--- config.mk ---
export PLATFORM = sky130hd
export DESIGN_NAME = uart_rx_byte_receiver
export DESIGN_NICKNAME = d
export VERILOG_FILES = /design/src/rtl/uart_rx_byte_receiver.sv
export SDC_FILE = /design/constraint.sdc
export NUM_CORES = 1
export LEC_CHECK = 0
export CORE_UTILIZATION = 45
export DETAILED_ROUTE_END_ITERATION = 10
export PLACE_DENSITY_LB_ADDON = 0.15
export SLEW_MARGIN = 20
export SYNTH_ARGS = -nofsm -noshare
export SYNTH_HDL_FRONTEND = slang
export SYNTH_SLANG_ARGS = --single-unit
--- constraint.sdc ---
create_clock -name clk -period 2.1 [get_ports clk]
set_input_delay 0.315 -clock clk [delete_from_list [all_inputs] [get_ports clk]]
set_output_delay 0.315 -clock clk [all_outputs]
set_load 0.05 [all_outputs]
--- src/rtl/uart_rx_byte_receiver.sv ---
// 8N1 UART receiver: 2-flop synchronised serial line in, one byte per valid pulse out.
// Samples mid-bit from the start-edge reference and flags a low stop bit as a framing error.
module uart_rx_byte_receiver #(
  parameter int CLKS_PER_BIT = 868
) (
  input  logic       clk,
  input  logic       rst,
  input  logic       uart_rx,
  output logic       data_from_pc_valid,
  output logic [7:0] data_from_pc,
  output logic       frame_error,
  output logic       rx_busy
);

  localparam int HALF_BIT = CLKS_PER_BIT / 2;
  localparam int CNT_W    = $clog2(CLKS_PER_BIT);
  localparam logic [CNT_W-1:0] HALF_LAST = CNT_W'(HALF_BIT - 1);
  localparam logic [CNT_W-1:0] BIT_LAST  = CNT_W'(CLKS_PER_BIT - 1);

  typedef enum logic [2:0] {IDLE, START, DATA, STOP, WAIT_HIGH} state_t;

  state_t           state, state_nxt;
  logic             rx_m, rx_s;
  logic [CNT_W-1:0] baud_cnt, baud_cnt_nxt;
  logic [2:0]       bit_cnt, bit_cnt_nxt;
  logic [7:0]       shift_reg, shift_nxt;
  logic [7:0]       data_nxt;
  logic             valid_nxt, ferr_nxt;

  always_ff @(posedge clk or posedge rst) begin
    if (rst) begin
      rx_m               <= 1'b1;
      rx_s               <= 1'b1;
      state              <= IDLE;
      baud_cnt           <= '0;
      bit_cnt            <= '0;
      data_from_pc_valid <= 1'b0;
      frame_error        <= 1'b0;
      data_from_pc       <= 8'h00;
    end else begin
      rx_m               <= uart_rx;
      rx_s               <= rx_m;
      state              <= state_nxt;
      baud_cnt           <= baud_cnt_nxt;
      bit_cnt            <= bit_cnt_nxt;
      data_from_pc_valid <= valid_nxt;
      frame_error        <= ferr_nxt;
      data_from_pc       <= data_nxt;
    end
  end

  // The shift register is pure datapath; its contents only matter once a full frame is in.
  always_ff @(posedge clk) begin
    shift_reg <= shift_nxt;
  end

  always_comb begin
    state_nxt    = state;
    baud_cnt_nxt = baud_cnt + 1'b1;
    bit_cnt_nxt  = bit_cnt;
    shift_nxt    = shift_reg;
    data_nxt     = data_from_pc;
    valid_nxt    = 1'b0;
    ferr_nxt     = 1'b0;
    unique case (state)
      IDLE: begin
        baud_cnt_nxt = '0;
        bit_cnt_nxt  = '0;
        if (!rx_s) state_nxt = START;
      end
      START: begin
        if (baud_cnt == HALF_LAST) begin
          baud_cnt_nxt = '0;
          state_nxt    = rx_s ? IDLE : DATA;
        end
      end
      DATA: begin
        if (baud_cnt == BIT_LAST) begin
          baud_cnt_nxt = '0;
          shift_nxt    = {rx_s, shift_reg[7:1]};
          if (bit_cnt == 3'd7) state_nxt = STOP;
          else                 bit_cnt_nxt = bit_cnt + 3'd1;
        end
      end
      STOP: begin
        if (baud_cnt == BIT_LAST) begin
          baud_cnt_nxt = '0;
          if (rx_s) begin
            data_nxt  = shift_reg;
            valid_nxt = 1'b1;
            state_nxt = IDLE;
          end else begin
            ferr_nxt  = 1'b1;
            state_nxt = WAIT_HIGH;
          end
        end
      end
      WAIT_HIGH: begin
        // A held-low line (break) must not re-trigger START, so wait for the line to recover.
        baud_cnt_nxt = '0;
        if (rx_s) state_nxt = IDLE;
      end
      default: begin
        baud_cnt_nxt = '0;
        state_nxt    = IDLE;
      end
    endcase
  end

  assign rx_busy = (state != IDLE);

endmodule

==> reports/qor.yml, run 1 <==
run:
  maxCapViolations: 0
sta:
  fin_ws_ps: 184
  slew_headroom: 0.663
  hold_viol: 0
  max_freq_ghz: 0.522
  min_period_ps: 1920
  tightestPinTransition_ps: 504
  fin_skew_ps: 8.28
  tns_ps: 0
  slew_viol_final: 0
  fin_crit_sh: 0.912
  rsz0062_at_grt: "no"
  setup_violations: 0
placed_design:
  postPlaceCellArea_mm2: 0.00185
  dp_hpwl_mm: 1.93
  dp_slack_ps: 182
  portBuffers: 13
  place_congestion: 0.858
grt:
  use_met3: 0.0328
  grt_max_degree: 29
  grt_overflow: 0
  antenna_found_initial: 0
  top_usage_layer: "met2"
  grt_use_total: 0.167
  met1_usage: 0.234
  grt.met2_usage: 0.246
  grt_pass1_wl_mm: 5.07
  grt_pass1_vias: 1077
critical_path:
  crit_fanout: 5
  worst-r2r-cell-count: 6
  r2r_slack_ps: 180
  end_kind: "flip-flop"
  required_ps: 2330
  path_buf_inv: 1
  cpLargestDelayFamily: "simple AND/OR/NAND/NOR gates"
  worstSetupStartpointType: "flip-flop"
  slowest_delay_ps: 430
  critPathKind: "flip-flop to flip-flop"
  critical_path_cell_count: 6
  cp_slowest_cell: "dfrtp_1"
  path_cells: "ha_1 > or2b_4 > nor3_4 > and3_1 > buf_4 > mux2_4"
  cp.arrival_ps: 2150
routing:
  avgRoutedWirePerCell_um: 13.9
  drtAntennaViolNets: 0
  routed_wl_mm: 2.77
  vias_per_cell: 5.15
  route.detailed.drc: 0
  first_iter_violations: 65
  num_vias: 1025
  firstDrtPassIters: 4
die:
  num_rows: 21
  core-area_mm2: 0.00342
  die_h_um: 62.6
  initial_core_util: 0.484
  die_x_um: 62.6
  dieArea_mm2: 0.00392
  ios: 14
clock_network:
  cts_sinks: 36
  postCtsSetupRepairBufs: 0
  htreeDepth: 2
  cts_tree: "yes"
  cts_buffers: 5
  cts_root_buf: "clkbuf_4"
  clk_latency_ps: 330
  clkTransAtPathRegs_ps: 110
  ctsResizeCount: 0
  hold_buffers: 0
  cts_buffer_depth: 2
power_and_ir_drop:
  p_leak_nw: 0.811
  power_density_mw_per_mm2: 625
  ir_drop_mv: 0.424
  power.total_mw: 1.20
logic_synthesis:
  synth_top_area_cell: "dfrtp_1"
  yosysUniqueCellTypes: 40
  synth_area_mm2: 0.00165
  synth_warnings: 0
  ys.flop_type: "dfrtp_1"
  ys_ff_latch: 36
  syn_inst: 131
  synth.top_cells.by_area: "dfrtp_1 39%, edfxtp_1 15%, mux2_4 7.3%, dfstp_2 3.2%, ha_1 3.0%"
  mappedNetlistNets: 138
  synthArstFlopShare: 0.778
  synth_top_area_share: 0.394
  synth_edf_count: 8
  seq_area_frac_synth: 0.571
  synth.avg_cell_area_um2: 12.6
finish:
  design_area_mm2: 0.00193
  nets: 159
  drive_above_1_share: 0.209
  synthToLayoutAreaGrowth_pct: 16.7
  fin_util: 0.564
  num_antenna_cells: 0
  largest_register_ffs: 10
outcome:
  status: "complete, no violations"
min_path:
  hp-class: "input port to asynchronous set/reset pin"
where the power goes:
part	total [mW]	switching (mW)	leakage, nW	internal (mW)
sequential	0.717	0.00183	0.441	0.715
combinational	0.0157	0.0109	0.328	0.00475
clock	0.472	0.222	0.0422	0.250
layer usage:
layer | vias to the layer above | wire (um)
li1 | 512 | -
met1 | 490 | 1380
met2 | 15 | 1250
met3 | 8 | 72
met4 | 0 | 63
met5 | - | 0
cells by family (layout without fill, tap and decap cells):
family	after synthesis	count (layout)	synth area share
AO/OA/AOI/OAI	11	11	0.0485
XOR/XNOR	7	7	0.0371
AND/OR/NAND/NOR	56	56	0.211
buffers and inverters	8	30	0.0227
multiplexers	9	9	0.0788
adder cells (fa/ha/maj)	4	4	0.0303
flip-flops	36	36	0.571
layout make-up:
cell class / instances / area (um^2)
Clock buffer: 6 / 41.3
Sequential cell: 36 / 943
Tap cell: 46 / 57.6
Timing Repair Buffer: 18 / 165
Clock inverter: 2 / 35.0
Fill cell: 299 / 1490
Inverter: 4 / 15.0
Multi-Input combinational cell: 87 / 671
final timing paths:
check | to | from
max | data_from_pc[2] | baud_cnt[0]
min | data_from_pc[4] | rst
max reg2reg | data_from_pc[2] | baud_cnt[0]
min reg2reg | rx_s | rx_m
max in group asynchronous | rx_m | rst
min in group clk | rx_s | rx_m
worst reg2reg max path: cells and delay by family, from the launching register on:
kind | cells | cell delay (ps)
AND/OR/NAND/NOR | 3 | 750
multiplexers | 1 | 300
flip-flops | 1 | 430
adder cells (fa/ha/maj) | 1 | 190
buffers and inverters | 1 | 160
stage by stage:
| stage | std cells | hold WS (ps) |
|---|---|---|
| 6_report | 199 | 333 |
| 2_1_floorplan | 131 | 319 |
| 4_1_cts | 199 | 335 |
| 3_3_place_gp | 191 | 347 |
| 3_5_place_dp | 191 | 348 |
| 5_1_grt | 199 | 351 |
layout by cell type (no fill, tap or decap), drive strengths merged, types with 2 or more instances in the layout:
cell           instances
nor3                   5
nand2                 12
or3                    3
clkbuf                 6
xor2                   5
buf                    6
nand4b                 3
xnor2                  2
nand4                  4
clkdlybuf4s50         12
ha                     4
mux2                   8
nor2                  12
o211ai                 2
dfstp                  2
nand3                  3
edfxtp                 8
and3                   3
a21oi                  3
dfrtp                 26
nor4                   4
inv                    4
synthesized netlist by cell type (all sizes together), types with 3 or more instances:
cell    instances
mux2            8
or3             3
xor2            5
nor3            5
and3            3
edfxtp          8
nand3           3
a21oi           3
inv             4
nor2           12
clkbuf          3
ha              4
nand2          12
nand4           4
nor4            4
nand4b          3
dfrtp          26
Note: power is estimated with default switching activity, not from simulation.
==> run 2, diff against run 1 <==
- CORE_UTILIZATION: 45 -> 35
==> run 2 against run 1 <==
  * The flow now finishes with violations (design-rule violations)
  * Sequential power barely moved
  * Clock skew fell by 2.0 ps
  * Total power up 1.0%
  * Global-route usage fell by 3.2 points
  * Worst hold slack improved by 24 ps
  * Die area increased by 28%
  * Count of clock-buffer cells in the layout is 1 lower
  * Final cell count increased by 2.5%
  * Core utilization decreased by 12 points
  * Sequential cell count is the same
  * Critical endpoint is now data_from_pc[3]
==> reports/qor.yml, run 2 (synthesis gave the netlist of run 1 again) <==
outcome:
  status: "complete, but fails checks"
  violations: "design-rule violations"
die:
  die_x_um: 70.7
  ios: 14
  dieArea_mm2: 0.00500
  num_rows: 24
  die_h_um: 70.7
  initial_core_util: 0.372
  core-area_mm2: 0.00444
sta:
  tns_ps: 0
  rsz0062_at_grt: "no"
  max_freq_ghz: 0.515
  setup_violations: 0
  fin_ws_ps: 159
  min_period_ps: 1940
  slew_headroom: 0.641
  hold-worst-slack_ps: 358
  tightestPinTransition_ps: 539
  fin_skew_ps: 6.25
  slew_viol_final: 0
  hold_viol: 0
  fin_crit_sh: 0.924
placed_design:
  dp_hpwl_mm: 2.02
  dp_slack_ps: 160
  portBuffers: 13
  dp.cells: 196
  place_congestion: 0.774
power_and_ir_drop:
  switching_power_mw: 0.263
  p_int_mw: 0.954
  p_sw_frac: 0.216
  power.total_mw: 1.22
  power_density_mw_per_mm2: 620
  seqPwrFrac: 0.590
  clkPwrFrac: 0.395
  p_leak_nw: 0.817
  ir_drop_mv: 0.454
  p_comb_frac: 0.016
clock_network:
  ctsResizeCount: 0
  cts_root_buf: "clkbuf_8"
  clk_latency_ps: 290
  cts_buffers: 5
  cts_tree: "yes"
  hold_buffers: 0
  clkTransAtPathRegs_ps: 70
  cts_sinks: 36
  cts_buffer_depth: 2
  postCtsSetupRepairBufs: 0
  htreeDepth: 2
run:
  maxCapViolations: 0
grt:
  use_met3: 0.0513
  grt_overflow: 0
  grt_pass1_vias: 1038
  grt_max_degree: 17
  grt.met2_usage: 0.184
  grt_pass1_wl_mm: 5.11
  top_usage_layer: "met1"
  met1_usage: 0.192
  grt_use_total: 0.135
  antenna_found_initial: 0
routing:
  routed_wl_mm: 2.91
  route.detailed.drc: 2
  num_vias: 1033
  firstDrtPassIters: 7
  vias_per_cell: 5.06
  avgRoutedWirePerCell_um: 14.3
  first_iter_violations: 38
  drtAntennaViolNets: 0
finish:
  nets: 158
  drive_above_1_share: 0.204
  largest_register_ffs: 10
  layout_commonest_cell: "dfrtp_1"
  instances_no_fill: 204
  num_antenna_cells: 0
  layout_common_cells: "26 x dfrtp_1, 12 x nand2_1, 12 x nor2_1, 12 x clkdlybuf4s50_1"
  synthToLayoutAreaGrowth_pct: 18.9
critical_path:
  path_cells: "ha_1 > or2b_4 > nor3_4 > and3_1 > buf_12 > mux2_4"
  critPathKind: "flip-flop to flip-flop"
  cp.arrival_ps: 2110
  slowest_delay_ps: 420
  worstSetupStartpointType: "flip-flop"
  required_ps: 2270
  crit_fanout: 9
  cp_slowest_cell: "dfrtp_1"
  end_kind: "flip-flop"
  path_buf_inv: 1
  cpLargestDelayFamily: "simple AND/OR/NAND/NOR gates"
min_path:
  hp-class: "flip-flop to flip-flop"
-- run 2: cell count changes in the layout (fill, tap and decap cells not counted) --
cell / previous run / this run
bufinv_16: 1 / 0
clkbuf_8: 0 / 5
inv_6: 0 / 1
buf_12: 0 / 2
buf_4: 6 / 3
clkbuf_1: 1 / 0
clkbuf_4: 5 / 0
clkinv_1: 0 / 1
-- run 2: worst reg2reg max path: stages (launching register included) --
cell	delay, ps
dfrtp_1	420
ha_1	180
or2b_4	300
nor3_4	250
and3_1	240
buf_12	150
mux2_4	300
-- run 2: worst paths after layout --
kind,start,to,slack (ps),cells past startpoint
worst max-delay path,baud_cnt[0],data_from_pc[3],160,6
worst min-delay path,rx_m,rx_s,360,0
worst max register to register,baud_cnt[0],data_from_pc[3],160,6
worst min register to register,rx_m,rx_s,360,0
max in group asynchronous,rst,data_from_pc[3],1250,3
min in group asynchronous,rst,baud_cnt[3],370,2
-- run 2: layout make-up --
| class | count | area [um^2] |
|---|---|---|
| fillers | 416 | 2480 |
| flip-flops and latches | 36 | 943 |
| multi-input cells | 87 | 671 |
| repair buffers | 17 | 183 |
| clock buffers | 5 | 68.8 |
| well taps | 52 | 65.1 |
| clock inverters | 3 | 17.5 |
| inverters | 4 | 15.0 |
-- run 2: per-stage QoR --
step                cell area (um^2)  utilization
detailed placement              1880        0.422
finish                          1960        0.442
floorplan                       1650            -
global route                    1960        0.442
CTS                             1960        0.442
global placement                1880        0.422
-- run 2: power groups by stage --
stage | combinational [mW] | sequential, mW | clock (mW)
floorplan | 0.00831 | 0.731 | 0
CTS | 0.0205 | 0.717 | 0.509
finish | 0.0190 | 0.717 | 0.480
detailed placement | 0.0202 | 0.731 | 0
global placement | 0.0197 | 0.731 | 0
global route | 0.0220 | 0.717 | 0.541
-- run 2: metal layers --
layer  vias up  wire length (um)
met5         -                 0
met4         0                35
met3         5               118
met2        18              1290
met1       503              1470
li1        507                 -
==> run 3, diff against run 2 <==
- GPL_ROUTABILITY_DRIVEN: default -> 0
==> results of run 3 <==
The final DEF is identical to that of run 2; final timing and power are the same.
